### src/rtl/div_ctrl.sv
// Runtime controller for a modulo-M clock divider with a valid/ready config port and an optional finite burst.
// Optional mid-run reload through shadow registers is compiled in with `define DIV_CTRL_RELOAD_EN.
module div_ctrl #(
    parameter int W     = 24,
    parameter int M_DEF = 12000000,
    parameter int CW    = 16
) (
    input  logic          clk_in,
    input  logic          rst,
    input  logic          cfg_valid,
    output logic          cfg_ready,
    input  logic [W-1:0]  cfg_div,
    input  logic [CW-1:0] cfg_cnt,
    input  logic          start,
    input  logic          stop,
    output logic          clk_out,
    output logic          tick,
    output logic          done,
    output logic          busy
);

    typedef enum logic [0:0] {IDLE, RUN} state_t;

    state_t        state, state_d;
    logic [W-1:0]  counter, counter_d;
    logic [W-1:0]  div_q, div_d;
    logic [CW-1:0] periods, periods_d;
    logic [CW-1:0] cnt_q, cnt_d;
    logic          xfer;
    logic          wrap;
    logic          last_period;

`ifdef DIV_CTRL_RELOAD_EN
    logic [W-1:0]  shadow_div, shadow_div_d;
    logic [CW-1:0] shadow_cnt, shadow_cnt_d;
    logic          pend, pend_d;
`endif

    // A divisor below 2 would leave no room for both clk_out phases.
    function automatic logic [W-1:0] clamp_div(input logic [W-1:0] d);
        return (d < W'(2)) ? W'(2) : d;
    endfunction

    assign busy        = (state == RUN);
    assign wrap        = busy && (counter == div_q - W'(1));
    assign last_period = (cnt_q != '0) && (periods == cnt_q - CW'(1));
    assign tick        = wrap;
    assign done        = wrap && last_period;
    assign clk_out     = busy && (counter >= (div_q >> 1));

`ifdef DIV_CTRL_RELOAD_EN
    assign cfg_ready = 1'b1;
`else
    assign cfg_ready = (state == IDLE);
`endif

    assign xfer = cfg_valid && cfg_ready;

    always_comb begin
        state_d   = state;
        counter_d = counter;
        periods_d = periods;
        div_d     = div_q;
        cnt_d     = cnt_q;
`ifdef DIV_CTRL_RELOAD_EN
        shadow_div_d = shadow_div;
        shadow_cnt_d = shadow_cnt;
        pend_d       = pend;
`endif
        case (state)
            IDLE: begin
                if (xfer) begin
                    div_d = clamp_div(cfg_div);
                    cnt_d = cfg_cnt;
                end
                if (start && !stop) begin
                    state_d   = RUN;
                    counter_d = '0;
                    periods_d = '0;
                end
            end
            RUN: begin
                counter_d = wrap ? '0 : counter + W'(1);
                if (wrap) begin
                    periods_d = periods + CW'(1);
                end
`ifdef DIV_CTRL_RELOAD_EN
                // A transfer in the wrap cycle misses this boundary and waits for the next one.
                if (xfer) begin
                    shadow_div_d = clamp_div(cfg_div);
                    shadow_cnt_d = cfg_cnt;
                    pend_d       = 1'b1;
                end
                if (wrap && pend) begin
                    div_d     = shadow_div;
                    cnt_d     = shadow_cnt;
                    periods_d = '0;
                    if (!xfer) begin
                        pend_d = 1'b0;
                    end
                end
                // No later wrap exists once the burst ends, so a same-cycle offer lands directly.
                if (done && xfer) begin
                    div_d  = clamp_div(cfg_div);
                    cnt_d  = cfg_cnt;
                    pend_d = 1'b0;
                end
                if (stop) begin
                    pend_d = 1'b0;
                end
`endif
                if (stop || done) begin
                    state_d   = IDLE;
                    counter_d = '0;
                    periods_d = '0;
                end
            end
            default: state_d = IDLE;
        endcase
    end

    always_ff @(posedge clk_in) begin
        if (rst) begin
            state   <= IDLE;
            counter <= '0;
            periods <= '0;
            div_q   <= W'(M_DEF);
            cnt_q   <= '0;
`ifdef DIV_CTRL_RELOAD_EN
            shadow_div <= '0;
            shadow_cnt <= '0;
            pend       <= 1'b0;
`endif
        end else begin
            state   <= state_d;
            counter <= counter_d;
            periods <= periods_d;
            div_q   <= div_d;
            cnt_q   <= cnt_d;
`ifdef DIV_CTRL_RELOAD_EN
            shadow_div <= shadow_div_d;
            shadow_cnt <= shadow_cnt_d;
            pend       <= pend_d;
`endif
        end
    end

endmodule

### config.mk
export PLATFORM = sky130hd
export DESIGN_NAME = div_ctrl
export DESIGN_NICKNAME = d
export VERILOG_FILES = /design/src/rtl/div_ctrl.sv
export SDC_FILE = /design/constraint.sdc
export NUM_CORES = 1
export LEC_CHECK = 0
export CAP_MARGIN = 20
export CORE_AREA = 10 10 128 130
export CTS_CLUSTER_SIZE = 20
export DETAILED_ROUTE_END_ITERATION = 10
export DIE_AREA = 0 0 138 140
export PLACE_DENSITY = 0.62
export SETUP_SLACK_MARGIN = 0.3
export SYNTH_ARGS = -nofsm -noshare
export SYNTH_HDL_FRONTEND = slang
export SYNTH_SLANG_ARGS = --single-unit
### constraint.sdc
create_clock -name clk_in -period 4 [get_ports clk_in]
set_clock_uncertainty 0.05 [all_clocks]
set_input_delay 1 -clock clk_in [delete_from_list [all_inputs] [get_ports clk_in]]
set_output_delay 1 -clock clk_in [all_outputs]
set_load 0.02 [all_outputs]
==> results.json <==
{
  "status": "complete, but fails checks",
  "violations": "setup timing",
  "crit_required_ps": 2950,
  "slowest_delay_ps": 420,
  "cp.buffers_inverters": 3,
  "synthMuxAreaShare": 0.008381,
  "ant_nets": 0,
  "rows": 43,
  "fillCellCount": 1262,
  "cts_root_buffer": "clkbuf_16",
  "cts_buffer_depth": 2,
  "synth-simple-area-share": 0.3197,
  "synth-xor-area-share": 0.09587,
  "synth_cells": 787,
  "antenna_found_initial": 0,
  "cts_tree": "built",
  "power.share.switching": 0.2867,
  "drive_gt1_frac": 0.2487,
  "multi_input_area_um2": 4400,
  "wl_per_cell_um": 18.35,
  "final-setup-viol-count": 2,
  "hp-class": "register to register",
  "finalCritPeriodShare": 1.030,
  "critPathKind": "register to output pin",
  "clock_latency_ps": 360,
  "period_needed_ps": 4122,
  "drv_cap": 0,
  "p_switching_mw": 0.6681,
  "syn_area_um2": 6121,
  "io_pins": 50,
  "cp_slowest_cell": "nor4_4",
  "avgViaCountPerCell": 5.833,
  "crit_family": "simple AND/OR/NAND/NOR gates",
  "timing.hold.ws_ps": 431.5,
  "reg2reg_slack_ps": 520,
  "syn2layout_area_growth_pct": 34.12,
  "die_w_um": 138,
  "ys_seq_area_frac": 0.2649,
  "drv_slew": 0,
  "worst_pin_slew_ps": 1012,
  "start_kind": "register",
  "vdd_drop_max_mv": 0.1851,
  "core_um2": 13770,
  "ff_latch_area_um2": 1652,
  "dp_cells": 1080,
  "grt_pass1_wl_um": 33240,
  "tns_ps": -192.6,
  "fmax_mhz": 242.6,
  "io_buffers": 49,
  "yosysUniqueCellTypes": 75,
  "synth_area_per_cell_um2": 7.777,
  "setup_ws_ps": -122.0,
  "p_int_mw": 1.662,
  "synth_warnings": 0,
  "grt_pass1_vias": 6465,
  "place_congestion": 0.9344,
  "synth-main-ff-cell": "dfxtp_1",
  "ys_ff_latch": 81,
  "synth_top_area_frac": 0.2649,
  "drt_iter0_drc": 447,
  "fin_cells": 1109,
  "leakage_nw": 3.276,
  "synth_fp_nets": 860,
  "rsz0062_at_grt": "true",
  "synth_largest_area_cell": "dfxtp_1",
  "synth-edff-count": 0,
  "path_cells": "nor4_4 > buf_4 > nand4_1 > o31a_1 > a211oi_2 > nand3_2 > nor4_4 > buf_4 > and2_4 > and4b_2 > buf_6",
  "cp.arrival_ps": 3070,
  "nNetsFinal": 998,
  "powerDensity_nw_per_um2": 283.9,
  "numCtsBuffers": 9,
  "path_max_fanout": 4,
  "hold_buffers": 0,
  "pwr-share-clk": 0.399,
  "htreeDepth": 3,
  "synthTopCellsByArea": "dfxtp_1, ha_1, nand2_1",
  "antenna_cells": 0,
  "final_util": 0.5960,
  "dieArea_um2": 19320,
  "maxSlewHeadroom": 0.3194,
  "end_kind": "output pin",
  "drc": 0,
  "final_hold_viol_count": 0,
  "grt_util_all_layers": 0.2043,
  "synth_fa_ha_area_frac": 0.05724,
  "path_clk_slew_ps": 60,
  "initial_core_util": 0.4444,
  "synth-compound-area-share": 0.1928,
  "overflow": 0,
  "synth_top_family_by_area": "simple AND/OR/NAND/NOR gates",
  "grt_max_degree": 53,
  "dp_hpwl_um": 15280,
  "vias": 6469,
  "p_total_mw": 2.330,
  "first_pass_iters": 5,
  "chipHeight_um": 140,
  "p_seq_frac": 0.374,
  "routed_wirelength_um": 20360,
  "comb_power_share": 0.227,
  "cts.sinks": 81,
  "async_flop_share": 0
}
-- worst reg2reg max path: stages, from the launching register on --
cell,delay (ps)
dfxtp_4,370
nor4_4,280
buf_6,160
buf_4,120
and3_1,180
buf_4,110
nand4_1,100
buf_4,170
buf_4,120
a2111o_1,440
a2111oi_4,360
nand3_4,260
a21oi_4,220
buf_4,290
nor3_1,90
-- registers in the layout, summed over array words and instances (netlist names) --
| register | flops |
|---|---|
| div_q | 24 |
| counter | 24 |
| periods | 16 |
| busy | 1 |
| cnt_q | 16 |
-- layout make-up --
type,count,share of cell area
clock buffer,11,0.03079
clock inverter,4,0.009297
inverter,38,0.01738
multi-input combinational,620,0.5360
sequential,81,0.2012
tap,180,0.02743
timing repair buffer,175,0.1779
-- cell families after synthesis --
kind of cell,after synthesis
mux,5
buf+inv,87
simple gates,344
xor+xnor,67
flops,81
compound gates,175
fa+ha+maj,28
-- worst paths after layout --
| path | startpoint | end | cells after the start |
|---|---|---|---|
| min reg2reg | cnt_q[11] | cnt_q[11] | 2 |
| max reg2reg | div_q[4] | counter[3] | 14 |
| min | cnt_q[11] | cnt_q[11] | 2 |
| max | div_q[4] | done | 11 |
-- per-layer routing --
layer	wire, um	GRT usage	up-vias	part of all wire
li1	-	-	3157	-
met1	8438	0.2305	3112	0.41
met2	10600	0.3778	160	0.52
met3	712	0.02535	40	0.035
met4	607	0.08491	0	0.030
met5	0	0	-	0
-- through the flow --
stage	instance area (um2)	setup WS, ps
2_1_floorplan	6133	311.7
3_3_place_gp	7482	-465.8
3_5_place_dp	7482	-493.7
4_1_cts	8035	-128.7
5_1_grt	8209	-235.6
6_report	8209	-122.0
-- synth_stat cells, types with 3 or more instances --
cell and count:
dfxtp_1 81, a21o_1 10, nor4_2 3, nor3_1 29
or3_1 6, nor3_2 20, o21a_1 4, buf_6 5
a211oi_1 5, nor2_1 48, or2_2 3, a21oi_1 65
a211o_1 13, nor2b_1 10, nand4b_1 5, or4_1 6
o21ai_0 23, inv_1 38, nand2b_1 7, buf_1 3
o211ai_1 4, mux2i_1 4, nand4_1 24, o41ai_1 5
xor2_1 37, nand3_1 29, nor4b_1 6, a31oi_1 12
o31a_1 5, ha_1 28, nand2_1 87, xnor2_1 30
nor4_1 24, clkbuf_1 37, and2_1 5, and4_1 7
and3_1 13
-- repair_timing --
action	in CTS	in global routing
pin swaps	10	10
setup endpoints to repair	3	17
resized for setup	53	30
gates cloned	1	0
setup buffers	8	5
-- power by group through the flow --
| stage | clock network [mW] | logic [mW] | registers (mW) |
|---|---|---|---|
| floorplan | 0 | 0.278 | 0.879 |
| global placement | 0 | 0.467 | 0.883 |
| detailed placement | 0 | 0.476 | 0.885 |
| CTS | 0.942 | 0.508 | 0.869 |
| global route | 0.969 | 0.579 | 0.875 |
| finish | 0.930 | 0.530 | 0.871 |
-- cells in the final DEF (no fill, tap or decap), types with 5 or more instances in the layout --
master,n
a211o_1,13
a21o_1,10
a21oi_1,63
a31oi_1,12
and3_1,13
and4_1,7
buf_4,120
buf_6,7
clkbuf_16,9
clkdlybuf4s50_1,45
dfxtp_1,71
dfxtp_4,7
ha_1,27
inv_1,37
nand2_1,86
nand2b_1,7
nand3_1,26
nand4_1,24
nand4b_1,5
nor2_1,46
nor2b_1,8
nor3_1,28
nor3_2,20
nor4_1,18
nor4_2,5
nor4_4,7
nor4b_1,6
o21ai_0,23
o31a_1,5
xnor2_1,29
xor2_1,37
(Power assumes the default switching activity.)
